===== config.mk =====
export PLATFORM = sky130hd
export DESIGN_NAME = decoder_hold
export DESIGN_NICKNAME = d
export VERILOG_FILES = /design/src/rtl/decoder_pkg.sv /design/src/rtl/decoder_hold_sync_fifo.sv /design/src/rtl/decoder_hold.sv
export SDC_FILE = /design/constraint.sdc
export NUM_CORES = 1
export LEC_CHECK = 0
export CAP_MARGIN = 10
export CORE_AREA = 3 3 50 87
export CTS_CLUSTER_DIAMETER = 60
export DETAILED_ROUTE_END_ITERATION = 10
export DIE_AREA = 0 0 53 90
export GPL_TIMING_DRIVEN = 0
export RECOVER_POWER = 50
export SLEW_MARGIN = 20
export SYNTH_ARGS = -nofsm -noshare
export SYNTH_HDL_FRONTEND = slang
export SYNTH_SLANG_ARGS = --single-unit

===== constraint.sdc =====
create_clock -name clk -period 2.69 [get_ports clk]
set_input_delay 0.538 -clock clk [delete_from_list [all_inputs] [get_ports clk]]
set_output_delay 0.538 -clock clk [all_outputs]
set_load 0.01 [all_outputs]

===== src/rtl/decoder_pkg.sv =====
// Shared definitions for the registered index-to-one-hot decoder.
package decoder_pkg;

    localparam int unsigned IN_W_DEF  = 3;
    localparam int unsigned OUT_W_DEF = 1 << IN_W_DEF;

    typedef enum logic {
        StIdle  = 1'b0,
        StDrive = 1'b1
    } state_e;

    // Binary index to one-hot word; also used by encoder self-check benches.
    function automatic logic [OUT_W_DEF-1:0] onehot(input logic [IN_W_DEF-1:0] idx);
        onehot      = '0;
        onehot[idx] = 1'b1;
    endfunction

endpackage


===== src/rtl/decoder_hold_sync_fifo.sv =====
// Synchronous FIFO with extra-bit pointers and a synchronous flush.
module sync_fifo #(
    parameter int unsigned WIDTH = 3,
    parameter int unsigned DEPTH = 4
) (
    input  logic             clk,
    input  logic             rst,
    input  logic             clr,
    input  logic             push,
    input  logic             pop,
    input  logic [WIDTH-1:0] din,
    output logic [WIDTH-1:0] dout,
    output logic             full,
    output logic             empty
);

    localparam int unsigned AW = $clog2(DEPTH);

    logic [AW:0]      wr_q, wr_d;
    logic [AW:0]      rd_q, rd_d;
    logic [WIDTH-1:0] mem_q [DEPTH];
    logic             do_push;
    logic             do_pop;

    // Pointers share the low bits when full or empty; the top bit tells them apart.
    assign empty   = (wr_q == rd_q);
    assign full    = (wr_q[AW] != rd_q[AW]) && (wr_q[AW-1:0] == rd_q[AW-1:0]);
    assign do_push = push && !full && !clr;
    assign do_pop  = pop && !empty && !clr;
    assign dout    = mem_q[rd_q[AW-1:0]];

    // Pointer next-state: flush wins over any push or pop.
    always_comb begin
        wr_d = wr_q;
        rd_d = rd_q;
        if (clr) begin
            wr_d = '0;
            rd_d = '0;
        end else begin
            if (do_push) wr_d = wr_q + 1'b1;
            if (do_pop)  rd_d = rd_q + 1'b1;
        end
    end

    // Pointer registers.
    always_ff @(posedge clk or posedge rst) begin
        if (rst) begin
            wr_q <= '0;
            rd_q <= '0;
        end else begin
            wr_q <= wr_d;
            rd_q <= rd_d;
        end
    end

    // Storage needs no reset; only slots between the pointers are ever read.
    always_ff @(posedge clk) begin
        if (do_push) mem_q[wr_q[AW-1:0]] <= din;
    end

endmodule


===== src/rtl/decoder_hold.sv =====
// Registered one-hot decoder: buffers indices and drives each word for HOLD cycles.
module decoder_hold
    import decoder_pkg::*;
#(
    parameter int unsigned IN_W  = IN_W_DEF,
    parameter int unsigned OUT_W = OUT_W_DEF,
    parameter int unsigned HOLD  = 4,
    parameter int unsigned DEPTH = 4
) (
    input  logic             clk,
    input  logic             rst,
    input  logic             clr,
    input  logic             in_valid,
    output logic             in_ready,
    input  logic [IN_W-1:0]  in_idx,
    output logic [OUT_W-1:0] out_onehot,
    output logic             out_valid,
    output logic             out_last,
    output logic             busy
);

    localparam int unsigned CntW = (HOLD > 1) ? $clog2(HOLD) : 1;
    localparam logic [CntW-1:0] CntLoad = CntW'(HOLD - 1);

    state_e            state_q, state_d;
    logic [CntW-1:0]   cnt_q, cnt_d;
    logic [OUT_W-1:0]  onehot_q, onehot_d;
    logic              last_q, last_d;
    logic              fifo_full;
    logic              fifo_empty;
    logic              fifo_pop;
    logic [IN_W-1:0]   fifo_dout;

    // in_ready looks only at registered full, never at a same-cycle pop.
    assign in_ready   = !fifo_full && !clr;
    assign out_onehot = onehot_q;
    assign out_valid  = (state_q == StDrive);
    assign out_last   = last_q;
    assign busy       = !fifo_empty || out_valid;

    sync_fifo #(
        .WIDTH (IN_W),
        .DEPTH (DEPTH)
    ) u_fifo (
        .clk   (clk),
        .rst   (rst),
        .clr   (clr),
        .push  (in_valid && in_ready),
        .pop   (fifo_pop),
        .din   (in_idx),
        .dout  (fifo_dout),
        .full  (fifo_full),
        .empty (fifo_empty)
    );

    // Next-state: load a word when idle or at hold expiry, else count down.
    always_comb begin
        state_d  = state_q;
        cnt_d    = cnt_q;
        onehot_d = onehot_q;
        fifo_pop = 1'b0;
        if (clr) begin
            state_d  = StIdle;
            cnt_d    = '0;
            onehot_d = '0;
        end else begin
            unique case (state_q)
                StIdle: begin
                    if (!fifo_empty) begin
                        fifo_pop = 1'b1;
                        onehot_d = OUT_W'(1) << fifo_dout;
                        cnt_d    = CntLoad;
                        state_d  = StDrive;
                    end
                end
                StDrive: begin
                    if (cnt_q != '0) begin
                        cnt_d = cnt_q - CntW'(1);
                    end else if (!fifo_empty) begin
                        // Back-to-back load keeps out_onehot free of a zero gap.
                        fifo_pop = 1'b1;
                        onehot_d = OUT_W'(1) << fifo_dout;
                        cnt_d    = CntLoad;
                    end else begin
                        onehot_d = '0;
                        state_d  = StIdle;
                    end
                end
                default: state_d = StIdle;
            endcase
        end
        last_d = (state_d == StDrive) && (cnt_d == '0);
    end

    // State, counter and output registers.
    always_ff @(posedge clk or posedge rst) begin
        if (rst) begin
            state_q  <= StIdle;
            cnt_q    <= '0;
            onehot_q <= '0;
            last_q   <= 1'b0;
        end else begin
            state_q  <= state_d;
            cnt_q    <= cnt_d;
            onehot_q <= onehot_d;
            last_q   <= last_d;
        end
    end

endmodule


* Word level (Yosys, flattened, before mapping)
Memories as Yosys holds them, arrays and structs flattened.
Cells that the tools add are included.
** Word-level totals
- Register bits :: 18
- Memory bits (writable) :: 12
- Output and inout bits :: 12
- Word-level logic and storage cells :: 56
- Memories kept :: 1
** Memory list
- u_fifo.mem_q :: depth 4, width 3, rd ports 1, clocked after Yosys merged registers in 0, wr ports 1, RTL line decoder_hold_sync_fifo.sv:21 : logic [WIDTH-1:0] mem_q [DEPTH];
** Cells by class
- Add/subtract/negate cells :: 3
- Eq/ne operators :: 5
- Shift-type cells :: 1
- Multiplexer cells :: 22
- Bitwise gates (word level) :: 1
- Reductions and logical operators :: 17
** Operator list (number)
- two-way mux 8 bit :: 4
- case mux 8 bit (2 select lines) :: 1
- two-way mux 3 bit :: 4
- logical AND 1 bit :: 8
- left shift 1 x 3 -> 8 bit, first input constant :: 1
- two-way mux 1 bit :: 7
- adder 3 x 1 -> 3 bit, second input constant :: 2
- two-way mux 2 bit :: 3
- inequality test 3 bit, second input constant :: 2
- nonzero test 2 bit :: 3
- case mux 1 bit (2 select lines) :: 2
- case mux 2 bit (2 select lines) :: 1
- == test 3 bit :: 1
- zero test 1 bit :: 3
- == test 2 bit :: 1
- zero test 2 bit :: 1
- AND reduction 2 bit :: 1
- subtractor 2 x 1 -> 2 bit, second input constant :: 1
- logical OR 1 bit :: 1
- inequality test 1 bit :: 1
- inverter 1 bit :: 1

* Depth between registers and ports, before layout
- Depth in word-level cells :: 9
- Mapped depth :: 6

* By module
A second synthesis with hierarchy kept.
** Unflattened totals
- Cell total of the unflattened synthesis :: 137
- Area, all modules :: 1644.1 sq um
** By module, submodules not included
- sync_fifo :: instances 1, cells each 84, area each 1044.8 sq um
- decoder_hold :: instances 1, cells each 53, area each 599.3 sq um

* Least setup slack after synthesis
OpenSTA, ideal clock, no wires.
- Kind :: register to register
- Start :: register u_fifo.rd_q[0]
- End :: memory u_fifo.mem_q[0][0], enable pin
- Setup time :: 304 ps
- Arrival :: 1454 ps
- Required time :: 2386 ps
- Setup slack :: 931 ps
- Stages on the path, launching flop included :: 5
- Path buffers :: 1
- Clock period less this slack :: 1759 ps
- Path through :: dfrtp_1 buf_6 xnor2_2 a31oi_1 and3_1
** Between the ends
- Word-level cells in the longest chain between the ends :: 9
** RTL lines
- from (decl) :: RTL line decoder_hold_sync_fifo.sv:20 : logic [AW:0] rd_q, rd_d;
- from (signal assigned) :: RTL line decoder_hold_sync_fifo.sv:52 : rd_q <= rd_d;
- == test 2 bit :: RTL line decoder_hold_sync_fifo.sv:27 : assign full = (wr_q[AW] != rd_q[AW]) && (wr_q[AW-1:0] == rd_q[AW-1:0]);
- logical AND 1 bit :: RTL line decoder_hold_sync_fifo.sv:27
- zero test 1 bit :: RTL line decoder_hold.sv:35 : assign in_ready = !fifo_full && !clr;
- logical AND 1 bit :: RTL line decoder_hold.sv:35
- net in_ready :: RTL line decoder_hold.sv:14 : output logic in_ready,
- logical AND 1 bit :: RTL line decoder_hold.sv:48 : .push (in_valid && in_ready),
- logical AND 1 bit (2 in a row) :: RTL line decoder_hold_sync_fifo.sv:28 : assign do_push = push && !full && !clr;
- two-way mux 1 bit :: RTL line decoder_hold_sync_fifo.sv:58 : if (do_push) mem_q[wr_q[AW-1:0]] <= din;
- two-way mux 1 bit (not written as such) :: RTL line decoder_hold_sync_fifo.sv:58
- to (decl) :: RTL line decoder_hold_sync_fifo.sv:21
The timed path passes the listed nets, and every way through them passes these cells.

* Final worst setup path
- Start :: input port clr
- End :: output port in_ready
** Between the ends
- Word-level cells in the longest chain between the ends :: 2
** RTL lines
- from (decl) :: RTL line decoder_hold.sv:12 : input logic clr,
- zero test 1 bit :: RTL line decoder_hold.sv:35
- logical AND 1 bit :: RTL line decoder_hold.sv:35
- to (decl) :: RTL line decoder_hold.sv:14
No other way between the ends.

==> key figures <==
Run status
  • Status: complete, no violations

Final layout
  • Final nets: 149
  • Layout cells sized above 1: 0.145
  • N_diodes: 0
  • Layout area overhead: 27.2%
  • Fin area: 1870 µm²

Setup path
  • CP Data Required Time: 2.15 ns
  • Worst-path cell chain: clkdlybuf4s50_1, a31oi_2, clkdlybuf4s50_1
  • Worst path slowest cell: clkdlybuf4s50_1
  • CP peak stage delay: 0.61 ns
  • Worst Setup End Kind: output pin
  • Setup CP Type: input pin to output pin
  • CP startpoint kind: input pin
  • Most frequent CP cell: clkdlybuf4s50_1
  • Critical path fanouts, max: 8
  • Arr. time, crit path: 2.07 ns

Clocking
  • CTS tree: done
  • H-tree depth: 2
  • Clock Sinks: 30
  • CTS buffer count: 5
  • CTS root buffer: clkbuf_8
  • Clock buffer depth: 2
  • Clock transition at path regs: 0.06 ns
  • Clock insertion delay at the later pin of the skew report: 0.28 ns

Drt
  • DR WL/cell: 14.5 µm
  • Antenna viol nets, final: 0
  • Via density per instance: 5.15
  • Final WL: 2660 µm
  • Initial DRC Count: 10
  • Vias: 948
  • DRT Pass-1 Iters: 4
  • Residual DRC count: 0

Yosys
  • Synth area leaders: dfrtp_1, edfxtp_1, ha_1, a22o_1, mux4_2
  • EDFF count, synth: 12
  • Async set-reset flop share out of synthesis: 0.600
  • Syn Nets: 124
  • Sequential share of the synthesized area: 0.553
  • Flop and latch count out of synthesis: 30
  • Mapped Cells: 112
  • Mean Syn Cell Area: 13.1 µm²
  • Ys Warns: 0
  • Post-synthesis cell area: 1470 µm²
  • Post-synth cell types: 38
  • Ys flop type: dfrtp_1
  • Leading area contributor after synthesis: dfrtp_1
  • Top-area cell type share of the netlist area: 0.307

Die
  • Die Height: 90 µm
  • Effective utilization at floorplan: 0.400
  • Site Rows: 29
  • Die width: 53 µm
  • I/O Pins: 19
  • Die ar.: 4770 µm²
  • Core Area: 3660 µm²

Pwr
  • Worst IR Drop VDD: 475 µV
  • Pleak: 0.753 nW
  • Overall power: 0.00190 W
  • Pwr per Cell Area: 1020 nW/µm²

Global route
  • Initial antenna violation count: 0
  • First-pass GRT wire length: 4510 µm
  • GR Overflow Total: 0
  • GRT Util Overall: 0.130
  • Pin count of the biggest net entering global routing: 19
  • Vias in the first global route: 1,007

Place
  • PortBufs: 18
  • Cell area after placement: 1700 µm²
  • Placer Congestion: 0.727
  • Dpl hpwl: 2050 µm

Min path
  • Hold WC Path Type: flop to flop

Timing
  • Max-slew violations: 0
  • Finish-stage setup viols: 0
  • Worst-Margin Slew: 0.679 ns
  • Clock Skews: 0.00289 ns
  • Rel. slew slack: 0.547
  • Share of the clock period used by the worst path: 0.971
  • Final Critical Period: 2.61 ns
  • RSZ-0062 raised after global routing: no
  • F_max: 383 MHz
  • Final hold vios: 0

Run
  • Max-Cap Viols: 0
-- metal layers --
layer  vias up  share of wire  track usage
met5         -              0            0
li1        471              -            -
met4         0          0.026       0.0704
met1       449           0.38        0.127
met3         6          0.043       0.0397
met2        22           0.55        0.229
-- flip-flops by register name, indices dropped and copies added (netlist names) --
| register | count |
|---|---|
| out_last | 1 |
| u_fifo.wr_q | 3 |
| u_fifo.rd_q | 3 |
| cnt_q | 2 |
| out_valid | 1 |
| out_onehot | 8 |
| u_fifo.mem_q | 12 |
-- worst max-delay path: cells and delay by family --
family / cells / cell delay (ns)
buffers and inverters: 2 / 1.15
AOI/OAI and AO/OA: 1 / 0.39
-- cell type report --
class | instances | area (µm²)
Inverter | 5 | 18.8
Tap cell | 46 | 57.6
Fill cell | 324 | 1800
Sequential cell | 30 | 811
Clock inverter | 3 | 63.8
Multi-Input combinational cell | 72 | 628
Buffer | 5 | 37.5
Clock buffer | 5 | 68.8
Timing Repair Buffer | 18 | 180
-- synth_stat cells, types with 3 or more instances --
cell type   n
ha_1        5
nand2_1     3
a21oi_1     3
nor2_1      8
edfxtp_1   12
inv_1       5
xnor2_1     3
and3_1      5
dfrtp_1    18
nor2b_1     3
a22o_1      6
a31oi_1     4
-- path summary, 6_finish.rpt --
check                         startpoint  slack, ns  depth (start not counted)             end
max                                  clr       0.08                          3        in_ready
min                        out_onehot[3]       0.49                          1   out_onehot[3]
max reg2reg                    out_valid       0.84                          5   out_onehot[7]
min reg2reg                out_onehot[3]       0.49                          1   out_onehot[3]
max in group asynchronous            rst       1.46                          2   out_onehot[6]
min in group asynchronous            rst       0.80                          2  u_fifo.wr_q[2]
-- through the flow --
step                worst slack (ns)  instances  hold slack (ns)  utilization  TNS, ns
floorplan                      0.931        112            0.477            -        0
global placement             -0.0553        176            0.476        0.465  -0.0553
detailed placement           -0.0525        176            0.486        0.465  -0.0525
CTS                           0.0853        184            0.500        0.503        0
global route                  0.0149        184            0.523        0.509        0
finish                        0.0774        184            0.493        0.509        0
-- power by group --
group	internal (W)	switching, W
registers	0.000556	0.0000604
clock network	0.000366	0.000169
logic	0.000373	0.000370
total	0.00130	0.000600
-- layout by cell type (no fill, tap or decap), types with 2 or more instances in the layout --
master / synthesis / final
o21a_1: 2 / 2
xnor2_1: 3 / 3
clkbuf_1: 2 / 2
nand3_1: 2 / 2
mux4_2: 2 / 2
o21ai_0: 2 / 2
mux2_2: 2 / 2
nor2b_1: 3 / 3
nor2_1: 8 / 8
bufinv_16: 0 / 2
a31oi_1: 4 / 3
mux2i_1: 2 / 2
a22o_1: 6 / 6
xnor2_4: 0 / 2
nand2b_1: 2 / 2
a21oi_1: 3 / 3
and3_1: 5 / 5
buf_6: 2 / 2
clkbuf_8: 0 / 5
inv_1: 5 / 5
ha_1: 5 / 5
dfrtp_1: 18 / 18
dlygate4sd3_1: 0 / 5
nand2_1: 3 / 3
edfxtp_1: 12 / 12
clkdlybuf4s50_1: 0 / 13
a211oi_1: 2 / 2
-- repair_timing --
| item | 4_1_cts | 5_1_grt |
|---|---|---|
| buffers inserted | 0 | 0 |
| gates cloned | 0 | 0 |
| resized for setup | 1 | 2 |
| pin swaps | 0 | 0 |
| hold buffers | 0 | 0 |
| endpoints found under the setup margin | 1 | 1 |
-- logic make-up (layout without fill, tap and decap cells) --
family,after synthesis,count (layout),synth area share
flip-flops,30,30,0.553
AO/OA/AOI/OAI,27,27,0.150
AND/OR/NAND/NOR,27,27,0.0998
buffers and inverters,10,36,0.0384
multiplexers,7,7,0.0700
XOR/XNOR,6,6,0.0461
adder cells (fa/ha/maj),5,5,0.0427
Note: power is estimated with default switching activity, not from simulation.
